[src/rtl/shift_pkg.sv]
// Shared types and helpers for the pipelined barrel shifter.
// Op encoding and the shift-amount bit split across stages.
package shift_pkg;

    typedef enum logic [1:0] {
        SH_SLL = 2'b00,
        SH_SRL = 2'b01,
        SH_SRA = 2'b10,
        SH_ROR = 2'b11
    } shift_op_e;

    // Lowest shift-amount bit handled by stage k; the first
    // (shamt_w % stages) stages take one extra bit each.
    function automatic int stage_lo(
        input int k,
        input int shamt_w,
        input int stages
    );
        int base;
        int extra;
        base  = shamt_w / stages;
        extra = shamt_w % stages;
        return k * base + ((k < extra) ? k : extra);
    endfunction

endpackage

[src/rtl/shift_stage.sv]
// One pipeline slot of the barrel shifter: partial shift by
// amount bits [HI:LO] followed by the slot's elastic register.
module shift_stage
    import shift_pkg::*;
#(
    parameter int WIDTH = 32,
    parameter int LO = 0,
    parameter int HI = 2,
    parameter int TAG_W = 5,
    localparam int SHAMT_W = $clog2(WIDTH)
) (
    input  logic               clk_i,
    input  logic               rst_i,
    input  logic               flush_i,
    input  logic               load_i,
    input  logic               in_valid_i,
    input  logic [WIDTH-1:0]   in_data_i,
    input  logic [SHAMT_W-1:0] in_shamt_i,
    input  logic [1:0]         in_op_i,
    input  logic               in_sign_i,
    input  logic [TAG_W-1:0]   in_tag_i,
    output logic               out_valid_o,
    output logic [WIDTH-1:0]   out_data_o,
    output logic [SHAMT_W-1:0] out_shamt_o,
    output logic [1:0]         out_op_o,
    output logic               out_sign_o,
    output logic [TAG_W-1:0]   out_tag_o
);

    logic [SHAMT_W-1:0] amt;
    logic [WIDTH-1:0]   shifted;

    // Shift by only this slot's amount bits; SRA fills with the
    // original operand sign, carried alongside the data.
    always_comb begin
        amt          = '0;
        amt[HI:LO]   = in_shamt_i[HI:LO];
        shifted      = in_data_i;
        unique case (shift_op_e'(in_op_i))
            SH_SLL: shifted = in_data_i << amt;
            SH_SRL: shifted = in_data_i >> amt;
            SH_SRA: shifted = WIDTH'({{WIDTH{in_sign_i}}, in_data_i} >> amt);
            SH_ROR: shifted = WIDTH'({in_data_i, in_data_i} >> amt);
        endcase
    end

    // Slot register: refills when empty or draining, never
    // overwritten while holding a stalled op.
    always_ff @(posedge clk_i) begin
        if (rst_i) begin
            out_valid_o <= 1'b0;
            out_data_o  <= '0;
            out_shamt_o <= '0;
            out_op_o    <= 2'b00;
            out_sign_o  <= 1'b0;
            out_tag_o   <= '0;
        end else begin
            if (flush_i) begin
                out_valid_o <= 1'b0;
            end else if (load_i) begin
                out_valid_o <= in_valid_i;
            end
            if (load_i && in_valid_i) begin
                out_data_o  <= shifted;
                out_shamt_o <= in_shamt_i;
                out_op_o    <= in_op_i;
                out_sign_o  <= in_sign_i;
                out_tag_o   <= in_tag_i;
            end
        end
    end

endmodule

[src/rtl/shift_pipe.sv]
// Pipelined SLL/SRL/SRA/ROR barrel shifter with valid/ready,
// flush and a tag sideband; latency equals STAGES.
module shift_pipe
    import shift_pkg::*;
#(
    parameter int WIDTH = 32,
    parameter int STAGES = 2,
    parameter int TAG_W = 5,
    localparam int SHAMT_W = $clog2(WIDTH)
) (
    input  logic               clk_i,
    input  logic               rst_i,
    input  logic               flush_i,
    input  logic               in_valid_i,
    output logic               in_ready_o,
    input  logic [WIDTH-1:0]   in_data_i,
    input  logic [SHAMT_W-1:0] in_shamt_i,
    input  logic [1:0]         in_op_i,
    input  logic [TAG_W-1:0]   in_tag_i,
    output logic               out_valid_o,
    input  logic               out_ready_i,
    output logic [WIDTH-1:0]   out_data_o,
    output logic [TAG_W-1:0]   out_tag_o
);

    if (WIDTH < 8 || (WIDTH & (WIDTH - 1)) != 0) begin : g_bad_width
        $error("shift_pipe: WIDTH must be a power of 2 >= 8");
    end
    if (STAGES < 1 || STAGES > SHAMT_W) begin : g_bad_stages
        $error("shift_pipe: STAGES must be 1..$clog2(WIDTH)");
    end
    if (TAG_W < 1) begin : g_bad_tag
        $error("shift_pipe: TAG_W must be >= 1");
    end

    // Index 0 is the input port, index k+1 is slot k's register.
    logic [STAGES:0]    vld;
    logic [WIDTH-1:0]   dat [0:STAGES];
    logic [SHAMT_W-1:0] amt [0:STAGES];
    logic [1:0]         op  [0:STAGES];
    logic               sgn [0:STAGES];
    logic [TAG_W-1:0]   tag [0:STAGES];
    logic [STAGES-1:0]  rdy;

    assign vld[0] = in_valid_i;
    assign dat[0] = in_data_i;
    assign amt[0] = in_shamt_i;
    assign op[0]  = in_op_i;
    assign sgn[0] = in_data_i[WIDTH-1];
    assign tag[0] = in_tag_i;

    for (genvar k = 0; k < STAGES; k++) begin : g_stage
        // Slot k can refill if the sink is ready or any slot from
        // k to the output is empty, so bubbles collapse at once.
        assign rdy[k] = out_ready_i | ~(&vld[STAGES:k+1]);

        shift_stage #(
            .WIDTH (WIDTH),
            .LO    (stage_lo(k, SHAMT_W, STAGES)),
            .HI    (stage_lo(k + 1, SHAMT_W, STAGES) - 1),
            .TAG_W (TAG_W)
        ) u_stage (
            .clk_i       (clk_i),
            .rst_i       (rst_i),
            .flush_i     (flush_i),
            .load_i      (rdy[k] & ~flush_i),
            .in_valid_i  (vld[k]),
            .in_data_i   (dat[k]),
            .in_shamt_i  (amt[k]),
            .in_op_i     (op[k]),
            .in_sign_i   (sgn[k]),
            .in_tag_i    (tag[k]),
            .out_valid_o (vld[k+1]),
            .out_data_o  (dat[k+1]),
            .out_shamt_o (amt[k+1]),
            .out_op_o    (op[k+1]),
            .out_sign_o  (sgn[k+1]),
            .out_tag_o   (tag[k+1])
        );
    end

    assign in_ready_o  = rdy[0] & ~flush_i & ~rst_i;
    assign out_valid_o = vld[STAGES];
    assign out_data_o  = dat[STAGES];
    assign out_tag_o   = tag[STAGES];

endmodule

[config.mk]
export PLATFORM = sky130hd
export DESIGN_NAME = shift_pipe
export DESIGN_NICKNAME = d
export VERILOG_FILES = /design/src/rtl/shift_pkg.sv /design/src/rtl/shift_stage.sv /design/src/rtl/shift_pipe.sv
export SDC_FILE = /design/constraint.sdc
export NUM_CORES = 1
export LEC_CHECK = 0
export BUFFER_PORTS_ARGS = -buffer_cell sky130_fd_sc_hd__buf_4
export CELL_PAD_IN_SITES_DETAIL_PLACEMENT = 1
export CELL_PAD_IN_SITES_GLOBAL_PLACEMENT = 1
export CORE_MARGIN = 5
export CORE_UTILIZATION = 45
export DETAILED_ROUTE_END_ITERATION = 8
export PLACE_DENSITY = 0.81
export SLEW_MARGIN = 15
export SYNTH_ARGS = -nofsm -noshare
export SYNTH_HDL_FRONTEND = slang
export SYNTH_SLANG_ARGS = --single-unit
[constraint.sdc]
create_clock -name clk_i -period 4.2 [get_ports clk_i]
set_input_delay 0.63 -clock clk_i [delete_from_list [all_inputs] [get_ports clk_i]]
set_output_delay 0.63 -clock clk_i [all_outputs]
set_load 0.1 [all_outputs]
==> impl_metrics.json <==
{
  "area_growth_pct": 8.67,
  "finalNetCount": 1005,
  "syn_area_mm2": 0.00714,
  "vias": 7462,
  "power.internal_w": 0.00156,
  "postRouteAntennaNets": 0,
  "cts_hold_buf": 0,
  "viasPerCell": 6.34,
  "grt_max_degree": 99,
  "grt_setup_unrepaired": "no",
  "power.share.clock_pct": 37.6,
  "cts_num_sinks": 81,
  "yosysWarnings": 0,
  "post-route-drc-count": 0,
  "worstPathArrival_ps": 2940,
  "syn_nets": 1023,
  "cts_max_path_buffers": 2,
  "overflow": 0,
  "drtPass1Iterations": 5,
  "port_buffers": 87,
  "drive_above_1_share_pct": 16.5,
  "pin_count": 88,
  "crit_type": "in -> reg",
  "fin_setup_tns_ps": 0,
  "period_share_pct": 64.1,
  "die_w_um": 136,
  "diodes": 0,
  "fp.dieH_um": 136,
  "clk_latency_ps": 360,
  "rows": 46,
  "max_cap_violations": 0,
  "crit_slowest_cell": "buf_4",
  "p_seq_share_pct": 35.4,
  "pwr-share-comb_pct": 27.0,
  "fin_area_mm2": 0.00776,
  "drtIter0Drc": 850,
  "post-cts-setup-buffers": 0,
  "clock-root-buffer": "clkbuf_16",
  "start_util_pct": 45.5,
  "grt_pass1_wl_mm": 40.1,
  "fmax_mhz": 371,
  "yosysSeqAreaShare_pct": 22.7,
  "grt_use_total_pct": 27.5,
  "async_flop_share_pct": 0,
  "status": "complete, no violations",
  "wire_per_inst_um": 21.7,
  "antenna_found_initial": 0,
  "numCtsBuffers": 9,
  "yosys.cell_types.count": 68,
  "totalWireLength_mm": 25.6,
  "crit_path_start": "in_shamt_i[1]",
  "startpoint_type": "input port",
  "path_cells": "buf_4 -> mux2i_1 -> nor2_1 -> o21ai_0 -> a21oi_1 -> a211o_1",
  "cts_resized": 0,
  "place_congestion": 0.937,
  "hold_class": "reg -> reg",
  "synth_flop_cell": "dfxtp_1",
  "syn-instance-count": 974,
  "hold_viol_final": 0,
  "ys_ff_latch": 81,
  "dp_slack_ps": 1250,
  "die-area_mm2": 0.0185,
  "power_leakage_nw": 2.96,
  "critical_path.endpoint_type": "register",
  "worstPathMaxFanout": 98,
  "coreArea_mm2": 0.0157,
  "path_clk_slew_ps": 70,
  "grt_pass1_vias": 7093,
  "fin_skew_ps": 7.68,
  "power_w": 0.00243,
  "setup_ws_ps": 1510,
  "cts_max_level": 3,
  "slowest_delay_ps": 860,
  "r2r-start": "g_stage[0].u_stage.out_op_o[0]",
  "fill_cells": 2026,
  "maxSlewHeadroom_pct": 18.8,
  "cts_tree": "built",
  "worst_slew_pin_slew_ps": 1220,
  "p_sw_share_pct": 35.7,
  "place_area_mm2": 0.00743,
  "place_hpwl_mm": 17.9,
  "postLayoutCoreUtil_pct": 49.4,
  "switchingPower_w": 0.000867,
  "maxSlewViolCount": 0,
  "worstHoldStart": "g_stage[1].u_stage.out_tag_o[3]",
  "vdd_drop_max_uv": 203,
  "synth.avg_cell_area_um2": 7.33,
  "crit_required_ps": 4450,
  "setup_viol": 0,
  "finalCriticalPeriod_ps": 2690,
  "synth_edf_count": 0,
  "p_per_area_mw_per_mm2": 313
}
-- metal layers --
metal | vias to the layer above | track usage [%] | part of all wire [%]
met1 | 3628 | 38.4 | 44
met5 | - | 0 | 0
met3 | 45 | 4.40 | 6.8
met2 | 281 | 43.4 | 46
li1 | 3508 | - | -
met4 | 0 | 8.90 | 2.7
-- worst max-delay path, delay by kind of cell --
kind                   cells  cell delay, ps
AO/OA/AOI/OAI              3             930
buffers and inverters      1             860
multiplexers               1             360
AND/OR/NAND/NOR            1              60
-- kinds of logic (layout without fill, tap and decap cells) --
kind of cell	after synthesis	in the layout	synth area share, %
AO/OA/AOI/OAI	321	321	29.4
AND/OR/NAND/NOR	356	356	23.0
buffers and inverters	132	119	10.4
multiplexers	84	84	14.4
flip-flops	81	81	22.7
-- path summary, 6_finish.rpt --
kind,slack (ps),cells after the start,endpoint
worst max register to register,1540,5,g_stage[1].u_stage.out_data_o[27]
worst min-delay path,460,2,g_stage[1].u_stage.out_tag_o[3]
worst min register to register,460,2,g_stage[1].u_stage.out_tag_o[3]
worst max-delay path,1510,6,g_stage[0].u_stage.out_data_o[16]
-- cell usage in the layout (no fill, tap or decap), types with 3 or more instances in the layout --
master and n:
mux4_2 14, a21oi_1 111, nor2_1 90, o211ai_1 29
o221ai_1 7, and3_1 12, o21a_1 3, o311ai_0 3
a221o_1 5, a311o_1 3, nor2b_1 14, o22ai_1 3
a2111oi_0 11, o21ai_0 50, dfxtp_1 79, nor3_1 15
nor3b_1 4, nand3b_1 6, nor2_2 3, mux2_2 7
nand2b_1 25, or2_2 5, a221oi_1 5, a211o_1 11
a311oi_1 12, a32o_1 3, a211oi_1 30, mux2i_1 61
inv_6 3, nand2_1 137, a31oi_1 16, inv_1 6
clkbuf_16 9, nand3_1 27, buf_4 97
-- Yosys cell counts (all sizes together) (3+ instances only) --
cell / n / area share, %
nand3: 27 / 1.9
nand3b: 6 / 0.63
nor2b: 15 / 1.4
a311o: 3 / 0.42
a221oi: 5 / 0.61
a2111oi: 11 / 1.3
a31oi: 16 / 1.4
a221o: 5 / 0.70
nand2b: 25 / 2.2
o21ai: 52 / 3.6
nand2: 138 / 7.3
o311ai: 3 / 0.37
a211oi: 31 / 3.3
dfxtp: 81 / 23
a211o: 11 / 1.3
or2: 5 / 0.44
or3b: 3 / 0.37
mux2i: 61 / 8.5
mux4: 14 / 4.4
nor3b: 5 / 0.53
buf: 81 / 7.8
clkbuf: 45 / 2.4
a311oi: 12 / 1.5
and3: 12 / 1.1
a21oi: 111 / 7.8
o221ai: 7 / 0.86
nor2: 94 / 5.1
mux2: 9 / 1.5
o22ai: 3 / 0.26
a32o: 3 / 0.42
o211ai: 29 / 3.0
o21a: 3 / 0.32
and2: 3 / 0.26
nor3: 17 / 1.3
inv: 6 / 0.32
-- registers in the layout (all words and copies together) (netlist names) --
register	flops
g_stage.u_stage.out_data_o	64
g_stage.u_stage.out_op_o	2
g_stage.u_stage.out_shamt_o	2
g_stage.u_stage.out_sign_o	1
g_stage.u_stage.out_tag_o	10
g_stage.u_stage.out_valid_o	2
-- power groups by stage --
stage               logic, W  registers, W  clock network (W)
detailed placement  0.000644      0.000875                  0
floorplan           0.000496      0.000848                  0
finish              0.000655      0.000861           0.000914
CTS                 0.000648      0.000858           0.000921
global route        0.000707      0.000863           0.000956
global placement    0.000637      0.000875                  0
-- area by class of cell --
class	count	area (µm²)	share of cell area, %
clock inverters	7	106	1.37
repair buffers	97	728	9.38
flip-flops and latches	81	1620	20.9
inverters	6	22.5	0.290
multi-input cells	761	4780	61.6
well taps	216	270	3.48
clock buffers	9	225	2.90
-- per-stage QoR --
| stage | std cells | hold slack [ps] |
|---|---|---|
| after global placement | 1161 | 441 |
| after floorplan | 974 | 432 |
| after detailed placement | 1161 | 450 |
| after CTS | 1177 | 460 |
| after global routing | 1177 | 482 |
| final | 1177 | 460 |
No activity file was read; power rests on OpenSTA's default activity.
